--- src/rtl/word_byte_serializer.sv ---
// word_byte_serializer: emits a registered DATAWIDTH-bit word as a valid/ready stream of bytes
module word_byte_serializer #(
    parameter int DATAWIDTH = 32,
    parameter bit MSB_FIRST = 1'b1,
    localparam int NBYTES = DATAWIDTH / 8,
    localparam int IW = (NBYTES > 1) ? $clog2(NBYTES) : 1
) (
    input  logic                 clk,
    input  logic                 rst,
    input  logic [DATAWIDTH-1:0] in_data,
    input  logic                 in_valid,
    output logic                 in_ready,
    output logic [7:0]           out_data,
    output logic                 out_valid,
    input  logic                 out_ready,
    output logic                 out_last,
    output logic [IW-1:0]        out_idx,
    output logic                 busy
);
    typedef enum logic {IDLE, SEND} state_t;
    state_t state, state_nx;
    logic [DATAWIDTH-1:0] sreg;
    logic [IW-1:0] cnt, sel;
    logic xfer, last, accept;
    always_ff @(posedge clk or negedge rst) begin
        if (!rst) begin
            state <= IDLE;
            sreg  <= '0;
            cnt   <= '0;
        end else begin
            state <= state_nx;
            if (accept) begin
                sreg <= in_data;
                cnt  <= '0;
            end else if (xfer && !last) begin
                cnt <= cnt + IW'(1);
            end
        end
    end
    always_comb begin
        busy      = (state == SEND);
        out_valid = busy;
        xfer      = out_valid & out_ready;
        last      = (cnt == IW'(NBYTES - 1));
        sel       = MSB_FIRST ? IW'(NBYTES - 1) - cnt : cnt;
        out_data  = busy ? sreg[{sel, 3'b000} +: 8] : 8'h00;
        out_idx   = busy ? cnt : '0;
        out_last  = busy & last;
        in_ready  = rst & (busy ? (xfer & last) : 1'b1);
        accept    = in_valid & in_ready;
        state_nx  = accept ? SEND : ((xfer && last) ? IDLE : state);
    end
endmodule

--- config.mk ---
export PLATFORM = sky130hd
export DESIGN_NAME = word_byte_serializer
export DESIGN_NICKNAME = d
export VERILOG_FILES = /design/src/rtl/word_byte_serializer.sv
export SDC_FILE = /design/constraint.sdc
export NUM_CORES = 1
export LEC_CHECK = 0
export ABC_AREA = 1
export CELL_PAD_IN_SITES_DETAIL_PLACEMENT = 2
export CELL_PAD_IN_SITES_GLOBAL_PLACEMENT = 2
export CORE_UTILIZATION = 29
export CTS_CLUSTER_SIZE = 28
export DETAILED_ROUTE_END_ITERATION = 6
export PLACE_DENSITY = 0.85
export SYNTH_ARGS = -nofsm -noshare
export SYNTH_HDL_FRONTEND = slang
export SYNTH_SLANG_ARGS = --single-unit
--- constraint.sdc ---
create_clock -name clk -period 2.78 [get_ports clk]
set_input_delay 0.556 -clock clk [delete_from_list [all_inputs] [get_ports clk]]
set_output_delay 0.556 -clock clk [all_outputs]
set_load 0.02 [all_outputs]
## After elaboration in Yosys (flattened, before gate mapping)

Cells that the tools add are included.
Widths: inputs -> output; s select.

- Input port bits: 36
- Logic and storage cells: 24
- Flip-flop bits (word level): 35
- Output and inout port bits: 14

- Bitwise logic cells: 5
- Equality and inequality tests: 1
- Add/subtract/negate cells: 2
- Shifts and indexed selects: 1
- Mux-type cells: 7
- Reduce and logical (&&, ||, !) cells: 5

Operator list:

| operator | number |
|---|---|
| $shiftx 32x6->8 | 1 |
| $mux 8 | 1 |
| $mux 2 | 3 |
| $and 1x1->1 | 5 |
| $reduce_bool 2->1 | 2 |
| $mux 1 | 3 |
| $add 2x1->2 const B | 1 |
| $eq 2x2->1 const B | 1 |
| $logic_and 1x1->1 | 2 |
| $sub 2x2->2 const A | 1 |
| $logic_not 1->1 | 1 |

## Depth between registers and ports, before layout

Gate-level depths: netlist (run 1).

- Word-level depth: 6
- Depth in mapped cells: 7
- Depth with buffers taken out: 7

## Worst setup path after synthesis (run 1)

OpenSTA, ideal clock, no wires.

- Path kind: input-to-output
- From: input rst
- To: output in_ready
- Setup slack: 1.052 ns
- Buffers on the path: 2
- Stages on the path: 4
- Arrival time: 1.172 ns
- Data required time: 2.224 ns
- Cells stage by stage: buf_4 > clkbuf_1 > nand2_1 > inv_1

- Longest elaborated chain between the ends: 1

RTL lines:

| item | RTL line | source |
|---|---|---|
| start, declared | 9 | `input logic rst,` |
| $and 1x1->1 | 49 | `in_ready = rst & (busy ? (xfer & last) : 1'b1);` |
| end, declared | 12 | `output logic in_ready,` |

Every way passes these cells.

## Final worst setup path (run 1)

- From: register cnt[1]
- To: output out_data[6]

- Longest elaborated chain between the ends: 3

RTL lines:

| item | RTL line | source |
|---|---|---|
| start, declared | 23 | `logic [IW-1:0] cnt, sel;` |
| start signal, assigned | 36 | `cnt <= cnt + IW'(1);` |
| $sub 2x2->2 | 45 | `sel = MSB_FIRST ? IW'(NBYTES - 1) - cnt : cnt;` |
| $shiftx 32x6->8 | 46 | `out_data = busy ? sreg[{sel, 3'b000} +: 8] : 8'h00;` |
| $mux 8 | 46 |  |
| end, declared | 13 | `output logic [7:0] out_data,` |

Every way passes these cells.

==> impl_metrics.prom, run 1 <==
# TYPE chip_impl_metric gauge
chip_impl_metric{name="post_synth_fa_ha_maj_area_fraction",unit=""} 0.00643
chip_impl_metric{name="max_freq",unit="GHz"} 0.385
chip_impl_info{name="worstSetupEndpointType",value="primary output"} 1
chip_impl_metric{name="cp.required",unit="ns"} 2.22
chip_impl_metric{name="coreArea",unit="um^2"} 6420
chip_impl_metric{name="maximum_number_of_pins_on_one_net_before_global_route_repair",unit=""} 45
chip_impl_metric{name="cts_clock_pin_slew_for_the_worst_setup_and_hold_paths",unit="ns"} 0.07
chip_impl_metric{name="relative_contribution_of_sequential_cells_to_total_power",unit=""} 0.342
chip_impl_metric{name="drt_wl_total",unit="um"} 5640
chip_impl_metric{name="cts_num_sinks",unit=""} 35
chip_impl_metric{name="port-buffer-count",unit=""} 49
chip_impl_metric{name="drtPass1Iterations",unit=""} 6
chip_impl_metric{name="starting_density",unit=""} 0.303
chip_impl_metric{name="post_drt_wl_per_cell",unit="um"} 14.6
chip_impl_metric{name="cts-hold-fix-buffers",unit=""} 0
chip_impl_metric{name="chipWidth",unit="um"} 83.9
chip_impl_info{name="rsz0062_at_grt",value="false"} 1
chip_impl_metric{name="internal_power",unit="uW"} 1480
chip_impl_metric{name="synth.yosys.seq_area_share",unit=""} 0.450
chip_impl_info{name="tritoncts",value="done"} 1
chip_impl_info{name="outcome",value="finished, violations left"} 1
chip_impl_metric{name="timing.final.hold_violations",unit=""} 0
chip_impl_metric{name="synth.cell_area",unit="um^2"} 1950
chip_impl_metric{name="synthCells",unit=""} 267
chip_impl_metric{name="post-dp-hpwl",unit="um"} 4060
chip_impl_metric{name="max-slew-margin-rel",unit=""} 0.592
chip_impl_metric{name="first_global_vias",unit=""} 1997
chip_impl_metric{name="yosysWarnings",unit=""} 0
chip_impl_metric{name="cts.repair.resized",unit=""} 0
chip_impl_metric{name="timing.max_cap.violations",unit=""} 0
chip_impl_metric{name="grt_remaining_overflow",unit=""} 0
chip_impl_metric{name="finalNonFillerCells",unit=""} 386
chip_impl_metric{name="synth.distinct_cells",unit=""} 15
chip_impl_metric{name="timing_worst_slew_pin_value",unit="ns"} 0.610
chip_impl_metric{name="viasPerCell",unit=""} 4.77
chip_impl_metric{name="synth_simple_gate_area_share",unit=""} 0.376
chip_impl_metric{name="synth.mux.area_fraction",unit=""} 0
chip_impl_metric{name="antennaDiodeCount",unit=""} 0
chip_impl_metric{name="floorplan.io_pins",unit=""} 50
chip_impl_info{name="clock-root-buffer",value="clkbuf_8"} 1
chip_impl_metric{name="clock-skew-final",unit="ns"} 0.00579
chip_impl_metric{name="clock_power_share",unit=""} 0.136
chip_impl_metric{name="syn_area_per_cell",unit="um^2"} 7.29
chip_impl_metric{name="dieArea",unit="um^2"} 7040
chip_impl_metric{name="finalCriticalPeriod",unit="ns"} 2.59
chip_impl_metric{name="timing.critical_path.fanout_max",unit=""} 12
chip_impl_metric{name="power.static_leakage",unit="uW"} 0.00133
chip_impl_metric{name="drive_above_1_share",unit=""} 0.0583
chip_impl_metric{name="numCtsBuffers",unit=""} 5
chip_impl_metric{name="die_height",unit="um"} 83.9
chip_impl_info{name="worst_min_delay_path_category",value="input port to async pin"} 1
chip_impl_metric{name="final-max-slew-violation-count",unit=""} 0
chip_impl_metric{name="place.detailed.instances",unit=""} 378
chip_impl_metric{name="antenna_left",unit=""} 0
chip_impl_metric{name="power_per_cell_area",unit="nW/um^2"} 1070
chip_impl_metric{name="std_cell_rows",unit=""} 29
chip_impl_info{name="violations",value="design-rule violations"} 1
chip_impl_metric{name="p_sw",unit="uW"} 1230
chip_impl_info{name="startpoint_type_of_the_worst_setup_path",value="flip-flop"} 1
chip_impl_metric{name="vdd_ir_drop_max",unit="mV"} 0.319
chip_impl_metric{name="routed-via-count",unit=""} 1842
chip_impl_metric{name="drt_first_iter_violations",unit=""} 67
chip_impl_metric{name="timing.setup.tns",unit="ns"} 0
chip_impl_metric{name="drc_errors",unit=""} 10
chip_impl_metric{name="xor_and_xnor_area_share_after_synthesis",unit=""} 0
chip_impl_metric{name="combinationalPowerShare",unit=""} 0.522
chip_impl_metric{name="finalSetupViolations",unit=""} 0
chip_impl_metric{name="cp_data_arrival_time",unit="ns"} 2.04
chip_impl_metric{name="grt_antenna_before_repair",unit=""} 0
chip_impl_metric{name="period_share",unit=""} 0.933
chip_impl_metric{name="grt_util_all_layers",unit=""} 0.176
chip_impl_info{name="setup.worst_path.class",value="flip-flop to primary output"} 1
chip_impl_metric{name="netSwitchingFraction",unit=""} 0.454
chip_impl_metric{name="synth-compound-area-share",unit=""} 0.0206
chip_impl_metric{name="cts_setup_buffers",unit=""} 0
chip_impl_metric{name="synth-seq-cells",unit=""} 35
chip_impl_metric{name="fill_cells",unit=""} 762
chip_impl_metric{name="grt_first_pass_wirelength",unit="um"} 9760
chip_impl_metric{name="cts-htree-levels",unit=""} 2
chip_impl_metric{name="place_congestion",unit=""} 0.807
chip_impl_metric{name="worst_skew_pair.late_latency",unit="ns"} 0.29
chip_impl_metric{name="area.growth.synth_to_final",unit="%"} 30.2
chip_impl_info{name="synth_top_family_by_area",value="simple AND/OR/NAND/NOR gates"} 1
chip_impl_metric{name="synth_fp_nets",unit=""} 304
chip_impl_metric{name="fin_nets",unit=""} 345
chip_impl_metric{name="clock_tree.buffer_depth",unit=""} 2
power groups by stage:
stage	Sequential, uW	Combinational [uW]	Clock, uW
finish	929	1420	369
detailed placement	935	1430	0
CTS	931	1450	383
global placement	920	1380	0
floorplan	859	977	0
global route	964	1590	404
cell usage after synthesis:
cell | instances | area [um^2]
nor2_1 | 1 | 3.75
nand4_1 | 34 | 213
nand3_1 | 17 | 85.1
a21oi_1 | 8 | 40.0
inv_1 | 41 | 154
clkbuf_1 | 4 | 15.0
buf_4 | 3 | 22.5
ha_1 | 1 | 12.5
nand2_1 | 107 | 402
buf_6 | 4 | 45.0
nand3_4 | 1 | 17.5
dfrtp_1 | 35 | 876
nand2_4 | 1 | 11.3
buf_2 | 9 | 45.0
inv_2 | 1 | 3.75
worst max-delay path, cell delays in order, from the launching register on:
cell             delay (ns)
dfrtp_1                0.55
inv_2                  0.23
nand3_1                0.12
a21oi_1                0.21
clkdlybuf4s50_1        0.64
state kept, by name, summed over array words and instances, names as in the netlist:
| name | count |
|---|---|
| sreg | 32 |
| cnt | 2 |
| busy | 1 |
per-layer routing:
layer | track usage | share of wire | up-vias
met5 | 0 | 0 | -
met4 | 0.0517 | 0.013 | 0
met3 | 0.0307 | 0.025 | 7
met2 | 0.305 | 0.50 | 31
met1 | 0.223 | 0.46 | 883
li1 | - | - | 921
placed cells by master, fill, tap and decap left out:
master	synthesis	final
inv_1	41	40
nand3_1	17	17
buf_4	3	4
inv_2	1	2
clkbuf_8	0	5
buf_2	9	1
a21oi_1	8	8
nand2_1	107	107
clkdlybuf4s50_1	0	48
clkinv_2	0	3
ha_1	1	1
dfrtp_1	35	35
buf_12	0	1
nand2_4	1	1
nand3_4	1	1
nor2_1	1	1
nand4_1	34	34
layout make-up:
type                            instances  area (um^2)  area share
Clock inverter                          3         15.0     0.00593
Clock buffer                            5         68.8      0.0272
Timing Repair Buffer                   54          536       0.211
Multi-Input combinational cell        170          785       0.310
Sequential cell                        35          876       0.346
Inverter                               42          158      0.0622
Tap cell                               77         96.3      0.0380
logic make-up after synthesis:
| family | after synthesis |
|---|---|
| compound gates | 8 |
| fa+ha+maj | 1 |
| buf+inv | 62 |
| flops | 35 |
| simple gates | 161 |
metrics by stage:
stage / utilization / instance area (um^2) / worst slack, ns / hold slack [ns] / total power (uW)
floorplan: - / 1950 / 1.05 / 0.260 / 1840
global placement: 0.381 / 2450 / 0.280 / 0.456 / 2300
detailed placement: 0.381 / 2450 / 0.258 / 0.463 / 2370
CTS: 0.395 / 2530 / 0.0917 / 0.375 / 2760
global route: 0.395 / 2530 / 0.0871 / 0.393 / 2960
finish: 0.395 / 2530 / 0.185 / 0.375 / 2710
path summary, 6_finish.rpt:
kind	from	endpoint	slack, ns	cells past startpoint
worst max-delay path	cnt[1]$_DFFE_PN0P_	out_data[6]	0.19	4
worst min-delay path	rst	sreg[1]$_DFFE_PN0P_	0.38	2
worst max register to register	cnt[1]$_DFFE_PN0P_	sreg[14]$_DFFE_PN0P_	0.57	7
worst min register to register	sreg[8]$_DFFE_PN0P_	sreg[8]$_DFFE_PN0P_	0.48	2
max in group asynchronous	rst	sreg[14]$_DFFE_PN0P_	1.71	3
min in group clk	sreg[8]$_DFFE_PN0P_	sreg[8]$_DFFE_PN0P_	0.48	2
Note: power is estimated with default switching activity, not from simulation.
==> run 2, diff against run 1 <==
- TNS_END_PERCENT: default -> 20
==> results of run 2 <==
Final layout, timing and power as in run 1 (identical DEF).
